<file path="src/rtl/trivium_stream_decrypt.sv">
// trivium_stream_decrypt
//   Streaming Trivium decryptor. On start it loads an 80-bit key and IV,
//   runs the 1152-round warm-up at W rounds per cycle, then XORs each
//   accepted W-bit ciphertext beat with the next W keystream bits.
//   Decryption is identical to encryption, so the same keystream is used.
//
// Ports:
//   clk, reset           rising-edge clock, synchronous active-high reset
//   key, iv              80-bit key / IV (key[i] -> s(i+1), iv[i] -> s(94+i))
//   len                  message length in W-bit words, sampled with start
//   start                begin a message (honoured only while idle)
//   busy, done           busy in every non-idle state; done pulses once at the end
//   ct_valid/ct_ready    ciphertext input handshake, ct_data bit 0 = earliest bit
//   pt_valid/pt_ready    plaintext output handshake, pt_data, pt_last on final beat
module trivium_stream_decrypt #(
  parameter int unsigned W = 8
) (
  input  logic         clk,
  input  logic         reset,
  input  logic [79:0]  key,
  input  logic [79:0]  iv,
  input  logic [15:0]  len,
  input  logic         start,
  output logic         busy,
  output logic         done,
  input  logic         ct_valid,
  output logic         ct_ready,
  input  logic [W-1:0] ct_data,
  output logic         pt_valid,
  input  logic         pt_ready,
  output logic [W-1:0] pt_data,
  output logic         pt_last
);

  localparam int unsigned WARM = 1152 / W;

  typedef enum logic [2:0] {
    ST_IDLE,
    ST_WARM,
    ST_RUN,
    ST_DRAIN,
    ST_FIN
  } state_t;

  state_t       state, state_nx;
  logic [287:0] s;        // s[i-1] holds Trivium state bit s(i)
  logic [287:0] s_next;   // state after W rounds
  logic [W-1:0] z;        // keystream bits of those W rounds, z[0] first
  logic [15:0]  cnt;      // warm-up cycles in WARM, accepted beats in RUN
  logic [15:0]  len_q;
  logic         accept;
  logic         last_beat;
  logic         warm_end;

  // W unrolled Trivium rounds.
  always_comb begin
    logic [287:0] st;
    logic         t1, t2, t3;
    st = s;
    z  = '0;
    for (int unsigned k = 0; k < W; k++) begin
      t1   = st[65]  ^ st[92];
      t2   = st[161] ^ st[176];
      t3   = st[242] ^ st[287];
      z[k] = t1 ^ t2 ^ t3;
      t1   = t1 ^ (st[90]  & st[91])  ^ st[170];
      t2   = t2 ^ (st[174] & st[175]) ^ st[263];
      t3   = t3 ^ (st[285] & st[286]) ^ st[68];
      st   = {st[286:177], t2, st[175:93], t1, st[91:0], t3};
    end
    s_next = st;
  end

  assign accept    = ct_valid && ct_ready;
  assign last_beat = (cnt == len_q - 16'd1);
  assign warm_end  = (cnt == 16'(WARM - 1));

  // State register
  always_ff @(posedge clk) begin
    if (reset) state <= ST_IDLE;
    else       state <= state_nx;
  end

  // Next-state logic
  always_comb begin
    state_nx = state;
    unique case (state)
      ST_IDLE:  if (start) state_nx = ST_WARM;
      ST_WARM:  if (warm_end) state_nx = (len_q == 16'd0) ? ST_FIN : ST_RUN;
      ST_RUN:   if (accept && last_beat) state_nx = ST_DRAIN;
      ST_DRAIN: if (pt_valid && pt_ready) state_nx = ST_FIN;
      ST_FIN:   state_nx = ST_IDLE;
      default:  state_nx = ST_IDLE;
    endcase
  end

  // Outputs decoded from state
  always_comb begin
    busy     = (state != ST_IDLE);
    done     = (state == ST_FIN);
    ct_ready = (state == ST_RUN) && (!pt_valid || pt_ready);
  end

  // Datapath: cipher state, counters and the one-entry output register
  always_ff @(posedge clk) begin
    if (reset) begin
      s        <= '0;
      cnt      <= '0;
      len_q    <= '0;
      pt_data  <= '0;
      pt_valid <= 1'b0;
      pt_last  <= 1'b0;
    end else begin
      unique case (state)
        ST_IDLE: begin
          if (start) begin
            s     <= {3'b111, 108'd0, 4'd0, iv, 13'd0, key};
            len_q <= len;
            cnt   <= '0;
          end
        end
        ST_WARM: begin
          s   <= s_next;
          cnt <= warm_end ? '0 : cnt + 16'd1;
        end
        ST_RUN: begin
          // A new accept reloads the register in the same cycle the old beat
          // leaves, so pt_valid only drops when nothing replaces it.
          if (accept) begin
            pt_data  <= ct_data ^ z;
            pt_valid <= 1'b1;
            pt_last  <= last_beat;
            s        <= s_next;
            cnt      <= cnt + 16'd1;
          end else if (pt_ready) begin
            pt_valid <= 1'b0;
            pt_last  <= 1'b0;
          end
        end
        ST_DRAIN: begin
          if (pt_valid && pt_ready) begin
            pt_valid <= 1'b0;
            pt_last  <= 1'b0;
          end
        end
        default: ;
      endcase
    end
  end

endmodule
</file>
<file path="config.mk">
export PLATFORM = sky130hd
export DESIGN_NAME = trivium_stream_decrypt
export DESIGN_NICKNAME = d
export VERILOG_FILES = /design/src/rtl/trivium_stream_decrypt.sv
export SDC_FILE = /design/constraint.sdc
export NUM_CORES = 1
export LEC_CHECK = 0
export CAP_MARGIN = 10
export CORE_ASPECT_RATIO = 0.9
export CORE_MARGIN = 10
export CORE_UTILIZATION = 30
export CTS_BUF_LIST = sky130_fd_sc_hd__clkbuf_4
export CTS_CLUSTER_DIAMETER = 80
export CTS_CLUSTER_SIZE = 8
export DETAILED_ROUTE_END_ITERATION = 7
export GPL_TIMING_DRIVEN = 1
export SLEW_MARGIN = 20
export SYNTH_ARGS = -nofsm -noshare
export SYNTH_HDL_FRONTEND = slang
export SYNTH_SLANG_ARGS = --single-unit
</file>
<file path="constraint.sdc">
create_clock -name clk -period 2.4 [get_ports clk]
set_input_delay 0.24 -clock clk [delete_from_list [all_inputs] [get_ports clk]]
set_output_delay 0.24 -clock clk [all_outputs]
set_load 0.02 [all_outputs]
</file>
==> results of run 1 <==
## cell usage in the layout (no fill, tap or decap), drive strengths merged, types with 2 or more instances in the layout
cell             n
clkbuf          47
nor3b            3
and4             4
a21oi          163
or4              2
nand2b           6
a311oi         144
buf             84
nor2b            4
xnor2           78
a211o            2
nor4             8
nand3b          12
and2             2
nand3          119
o21ai           11
nor4bb           2
ha               3
nor2           220
o211ai          13
inv              9
or3              2
a22oi            9
dlygate4sd2      3
diode            2
nand2          503
nor3             9
and3             6
nand4            8
a211oi           5
dfxtp          333
o31ai            3
a31oi            2
clkdlybuf4s50  197
xor2            40
or2              2
## area by class of cell
type	count	area [um2]	area share (%)
clock inverters	4	16.3	0.0890
inverters	6	22.5	0.123
clock buffers	47	353	1.93
diodes	2	5.00	0.0274
flip-flops and latches	333	6670	36.5
multi-input cells	1403	7460	40.8
repair buffers	285	2970	16.3
well taps	624	781	4.27
## worst register-to-register path, cell delays in order (launching register included)
cell and delay, ns:
sky130_fd_sc_hd__dfxtp_1 0.32, sky130_fd_sc_hd__or4_1 0.54, sky130_fd_sc_hd__or2_4 0.28, sky130_fd_sc_hd__or3_1 0.37, sky130_fd_sc_hd__a221oi_1 0.31, sky130_fd_sc_hd__nand4_1 0.20, sky130_fd_sc_hd__a21boi_1 0.17
## worst min path at each step
stage | startpoint | end | slack (ns) | cells after the start
global route | len[7] | len_q[7]$_SDFFE_PP0P_ | 0.04 | 3
CTS | len[4] | len_q[4]$_SDFFE_PP0P_ | 0.02 | 3
floorplan | len[12] | len_q[12]$_SDFFE_PP0P_ | 0.38 | 2
detailed placement | s[217]$_SDFFE_PP0P_ | s[217]$_SDFFE_PP0P_ | 0.45 | 2
global placement | s[244]$_SDFFE_PP0P_ | s[244]$_SDFFE_PP0P_ | 0.44 | 2
finish | key[39] | s[39]$_SDFFE_PP0P_ | 0.09 | 3
## kinds of logic after synthesis
family | synth area share [%]
xor+xnor | 7.02
fa+ha+maj | 0.255
simple gates | 26.1
compound gates | 16.8
mux | 0.145
buf+inv | 4.40
flops | 45.3
## power by group
part	switching [mW]	total [mW]	leakage, nW	internal [mW]
clock	1.92	2.83	0.233	0.912
combinational	2.41	4.12	3.55	1.71
sequential	0.416	6.50	2.73	6.08
## per-stage QoR
stage                     cells  util, %  total power [mW]  TNS (ns)
after floorplan            1905        -              9.00         0
after global placement     2650     37.1              10.7         0
after detailed placement   2650     37.1              10.7    -0.589
after CTS                  2702     37.9              13.6         0
after global routing       2704     37.9              14.3         0
final                      2704     37.9              13.4         0
## layer usage
layer | vias up | share of wire [%] | wire length [um]
met5 | - | 0 | 0
met4 | 0 | 1.7 | 778
met3 | 62 | 6.5 | 2960
met2 | 375 | 45 | 20400
met1 | 6432 | 47 | 21400
li1 | 6864 | - | -
## flip-flops by register name (all words and copies together) (netlist names)
register / count
len_q: 16
s: 288
pt_valid: 1
state: 3
pt_last: 1
pt_data: 8
cnt: 16
## timing repair
item,in CTS,in global routing
endpoints found under the setup margin,3,3
hold buffers,1,0
resized for setup,8,2
hold endpoints to repair,36,0
buffers inserted,0,0
==> flow_summary.json, run 1 <==
{
  "fmax_mhz": 446,
  "synth_top_cells_by_count": "sky130_fd_sc_hd__nand2_1 (503), sky130_fd_sc_hd__dfxtp_1 (333), sky130_fd_sc_hd__nor2_1 (220), sky130_fd_sc_hd__a21oi_1 (163), sky130_fd_sc_hd__clkbuf_1 (149)",
  "synth_sequential_area_ratio_pct": 45.3,
  "grt_pass1_wl_mm": 72.7,
  "final-hold-violation-count": 0,
  "worstPathArrival_ns": 2.86,
  "hold_class": "in -> reg",
  "drt_pre_antenna_iters": 5,
  "whs_ns": 0.0870,
  "netlist_instances": 1905,
  "synth.ff_latch_count": 333,
  "num-nets-final": 2268,
  "drcViolationCount": 0,
  "post_synth_instance_area_um2": 14700,
  "yosys.cell_count.top_type": "sky130_fd_sc_hd__nand2_1",
  "grt_most_used_layer": "met2",
  "ys_async_sr_fraction_pct": 0,
  "grt.overflow.total": 0,
  "tritoncts.num_buffers": 47,
  "vias_per_cell": 5.08,
  "grt_use_met2_pct": 24.0,
  "clk_pin_slew_ns": 0.10,
  "floorplan.die_area_um2": 58300,
  "crit_path_launch_type": "register",
  "min_period_ns": 2.24,
  "initial_core_util_pct": 30.5,
  "post_route_cells_drive_above_1_share_pct": 7.36,
  "unrepaired_setup_endpoints_after_global_routing": "no",
  "core_um2": 48200,
  "groute.layer.met1.usage_pct": 20.6,
  "reg2reg_setup_slack_ns": 0.16,
  "synth.net_count": 2097,
  "cpMaxStageDelayCell": "sky130_fd_sc_hd__or4_1",
  "netlist_top_cells_area": "sky130_fd_sc_hd__dfxtp_1 (45%), sky130_fd_sc_hd__nand2_1 (13%), sky130_fd_sc_hd__a311oi_1 (8.6%), sky130_fd_sc_hd__nor2_1 (5.6%), sky130_fd_sc_hd__a21oi_1 (5.5%)",
  "gpl_congestion": 0.872,
  "placement_rows": 76,
  "fin_crit_sh_pct": 93.5,
  "globalRouteMet3Util_pct": 3.29,
  "path_cells": "or4_1, or2_4, or3_1, a221oi_1, nand4_1, a21boi_1",
  "post_synth_num_cell_types": 57,
  "clock-skew-final_ns": 0.0492,
  "stdcell_area_um2": 18300,
  "tightest_slew_ns": 0.574,
  "grt_pass1_vias": 13297,
  "yosys.area.top_type": "sky130_fd_sc_hd__dfxtp_1",
  "timing.max_slew.rel_slack_pct": 61.7,
  "path_class": "reg -> reg",
  "crit-reg2reg-launch": "len_q[0]$_SDFFE_PP0P_",
  "worstSetupEndpoint": "state[0]$_SDFFE_PP0P_",
  "final_setup_violations": 0,
  "post_dp_cell_area_um2": 17900,
  "antenna_violating_nets_post_route": 0,
  "level_count_of_the_clock_h_tree": 2,
  "area.growth.synth_to_final_pct": 24.2,
  "critical-path-max-stage-delay_ns": 0.54,
  "chipWidth_um": 253,
  "clk-insertion-delay-late_ns": 0.73,
  "cts_tree": "done",
  "r2r_end": "state[0]$_SDFFE_PP0P_",
  "cts_sinks": 333,
  "cp_top_family": "simple AND/OR/NAND/NOR gates",
  "r2r.worst_path.cells": 6,
  "critical_path.startpoint": "len_q[0]$_SDFFE_PP0P_",
  "drv_cap": 0,
  "dieHeight_um": 230,
  "yosys_warnings": 0,
  "io_buffers": 201,
  "dominantRegCellSynth": "sky130_fd_sc_hd__dfxtp_1",
  "cp-end-kind": "register",
  "clockBufferDepth": 3,
  "result_of_the_run": "complete, no violations",
  "cts_root_buf": "sky130_fd_sc_hd__clkbuf_4",
  "power.density_nw_per_um2": 735,
  "synth_enable_flop_cells": 0,
  "place_worst_setup_slack_ns": -0.0538,
  "synth_top_area_share_pct": 45.3,
  "grt_usage_pct": 15.2,
  "timing_max_transition_violations_final": 0,
  "total_leakage_power_nw": 6.51,
  "dpl.hpwl_mm": 33.2,
  "critical_path_buf_inv_count": 0,
  "routed_wl_mm": 45.6,
  "crit_fanout": 4,
  "cp.required_ns": 3.02,
  "antenna_found_initial": 2,
  "drt_first_iter_violations": 1134,
  "fill_cells": 5004,
  "timing.critical_path.depth": 6,
  "routedWlPerCell_um": 16.8,
  "peak_ir_drop_on_the_vdd_network_mv": 0.270,
  "final.setup.worst_slack_ns": 0.156,
  "grt_max_degree": 120,
  "ioPinCount": 202,
  "post_synth.cell_area_avg_um2": 7.73,
  "vias": 13733
}
Note: power is estimated with default switching activity, not from simulation.
==> run 2, diff against run 1 <==
--- a/config.mk
+++ b/config.mk
@@ -5,15 +5,15 @@
 export SDC_FILE = /design/constraint.sdc
 export NUM_CORES = 1
 export LEC_CHECK = 0
-export CAP_MARGIN = 10
+export CAP_MARGIN = 25
 export CORE_ASPECT_RATIO = 0.9
-export CORE_MARGIN = 10
 export CORE_UTILIZATION = 30
 export CTS_BUF_LIST = sky130_fd_sc_hd__clkbuf_4
 export CTS_CLUSTER_DIAMETER = 80
 export CTS_CLUSTER_SIZE = 8
 export DETAILED_ROUTE_END_ITERATION = 7
 export GPL_TIMING_DRIVEN = 1
+export REMOVE_ABC_BUFFERS = 1
 export SLEW_MARGIN = 20
 export SYNTH_ARGS = -nofsm -noshare
 export SYNTH_HDL_FRONTEND = slang
==> flow_summary.json, run 2 (same netlist as run 1, synthesis figures left out) <==
{
  "core_um2": 48100,
  "critical_path_buf_inv_count": 0,
  "drcViolationCount": 0,
  "clk-insertion-delay-late_ns": 0.81,
  "hold_path.startpoint": "key[51]",
  "cpMaxStageDelayCell": "sky130_fd_sc_hd__or4_1",
  "timing_max_transition_violations_final": 0,
  "total_leakage_power_nw": 6.91,
  "result_of_the_run": "complete, no violations",
  "power_mw": 13.7,
  "finalNonFillerCells": 2801,
  "floorplan.die_area_um2": 50000,
  "fill_cells": 4903,
  "post_route_cells_drive_above_1_share_pct": 6.85,
  "power.density_nw_per_um2": 712,
  "reg.largest.list": "s: 288 flops, cnt: 16 flops, len_q: 16 flops",
  "clock-skew-final_ns": 0.108,
  "placement_rows": 76,
  "grt_pass1_wl_mm": 69.3,
  "min_period_ns": 2.29,
  "post_dp_cell_area_um2": 17800,
  "crit-reg2reg-launch": "len_q[0]$_SDFFE_PP0P_",
  "clk_pin_slew_ns": 0.11,
  "drv_cap": 0,
  "grt_pass1_vias": 13387,
  "crit_path_launch_type": "register",
  "chipWidth_um": 235,
  "flip_flop_count_of_the_largest_register_all_copies_and_words_added": 288,
  "vias": 14045,
  "fin_crit_sh_pct": 95.3,
  "antenna_found_initial": 5,
  "timing.max_slew.rel_slack_pct": 60.5,
  "vias_per_cell": 5.01,
  "grt.overflow.total": 0,
  "critical-path-max-stage-delay_ns": 0.56,
  "cp-end-kind": "register",
  "clockBufferDepth": 3,
  "path_cells": "or4_1, or2_4, or3_1, a221oi_2, nand4_1, a21boi_1",
  "dieHeight_um": 212,
  "crit_fanout": 4,
  "final.setup.worst_slack_ns": 0.112,
  "drt_pre_antenna_iters": 8,
  "initial_core_util_pct": 30.6,
  "grt_usage_pct": 17.1,
  "post_route_utilization_pct": 40.0,
  "critical_path.startpoint": "len_q[0]$_SDFFE_PP0P_",
  "area.growth.synth_to_final_pct": 30.9,
  "ioPinCount": 202,
  "whs_ns": 0.0617,
  "cts_tree": "done",
  "tritoncts.num_buffers": 48,
  "hold_class": "in -> reg",
  "place_worst_setup_slack_ns": 0.00626,
  "final_cell_mix": "sky130_fd_sc_hd__nand2_1 (503), sky130_fd_sc_hd__dfxtp_1 (331), sky130_fd_sc_hd__nor2_1 (220)",
  "postCtsSetupBuffers": 0,
  "routed_wl_mm": 43.6,
  "final-hold-violation-count": 0,
  "drt_first_iter_violations": 927,
  "antenna_violating_nets_post_route": 0,
  "cp.required_ns": 3.14,
  "layout.cells.most_common": "sky130_fd_sc_hd__nand2_1",
  "peak_ir_drop_on_the_vdd_network_mv": 0.258,
  "gpl_congestion": 0.849,
  "io_buffers": 201,
  "num-nets-final": 2363,
  "cts_sinks": 333,
  "stdcell_area_um2": 19300,
  "regMostFlops": "s",
  "routedWlPerCell_um": 15.6,
  "final_setup_violations": 0,
  "level_count_of_the_clock_h_tree": 2,
  "grt_max_degree": 78,
  "path_class": "reg -> reg",
  "unrepaired_setup_endpoints_after_global_routing": "yes",
  "place.detailed.instances": 2643,
  "fmax_mhz": 437,
  "tightest_slew_ns": 0.593,
  "cp_top_family": "simple AND/OR/NAND/NOR gates",
  "worstPathArrival_ns": 3.02,
  "fin_setup_tns_ns": 0,
  "cts_root_buf": "sky130_fd_sc_hd__clkbuf_4",
  "dpl.hpwl_mm": 29.7
}
-- run 2: cell types whose count changed in the layout (fill, tap and decap cells not counted), moves of 2 or more --
| cell | before | now |
|---|---|---|
| sky130_fd_sc_hd__buf_4 | 57 | 55 |
| sky130_fd_sc_hd__dlygate4sd3_1 | 1 | 102 |
| sky130_fd_sc_hd__clkbuf_4 | 47 | 50 |
| sky130_fd_sc_hd__clkinv_4 | 0 | 2 |
| sky130_fd_sc_hd__inv_2 | 3 | 0 |
| sky130_fd_sc_hd__buf_12 | 26 | 21 |
| sky130_fd_sc_hd__bufinv_16 | 0 | 2 |
-- run 2: layer usage --
metal / global-route usage [%] / wire length (um) / vias to the layer above
li1: - / - / 7054
met1: 23.1 / 20500 / 6527
met2: 27.3 / 19500 / 386
met3: 3.21 / 2510 / 72
met4: 5.93 / 1050 / 6
met5: 0 / 40 / -
-- run 2: worst register-to-register path: cells and delay by family, from the launching register on --
kind            cells  cell delay [ns]
compound gates      2             0.48
flops               1             0.31
simple gates        4             1.44
-- run 2: layout make-up --
cell class | instances | area (um2) | share of cell area, %
Timing Repair Buffer | 379 | 3870 | 20.1
Tap cell | 624 | 781 | 4.05
Clock buffer | 50 | 375 | 1.95
Clock inverter | 4 | 77.6 | 0.403
Sequential cell | 333 | 6670 | 34.6
Inverter | 6 | 22.5 | 0.117
Multi-Input combinational cell | 1403 | 7470 | 38.8
Antenna cell | 2 | 5.00 | 0.0260
-- run 2: path summary, 6_finish.rpt --
check / end / slack, ns / cells past startpoint
hold / removal: s[51]$_SDFFE_PP0P_ / 0.06 / 3
setup reg to reg: state[0]$_SDFFE_PP0P_ / 0.11 / 6
setup / recovery: state[0]$_SDFFE_PP0P_ / 0.11 / 6
hold reg to reg: s[274]$_SDFFE_PP0P_ / 0.41 / 2
-- run 2: timing repair --
item,in CTS,in global routing
hold endpoints to repair,139,1
setup endpoints to repair,3,3
resized for setup,9,2
hold buffers,101,1
-- run 2: power by group --
group          internal, mW  total, mW  switching [mW]
sequential             6.08       6.48           0.401
clock                  1.18       3.13            1.95
combinational          1.73       4.10            2.36
total                  9.00       13.7            4.72
==> run 3, diff against run 2 <==
--- a/config.mk
+++ b/config.mk
@@ -18,3 +18,4 @@
 export SYNTH_ARGS = -nofsm -noshare
 export SYNTH_HDL_FRONTEND = slang
 export SYNTH_SLANG_ARGS = --single-unit
+export TNS_END_PERCENT = 1
==> results of run 3 <==
No change in the layout: final DEF, timing and power equal those of run 2.
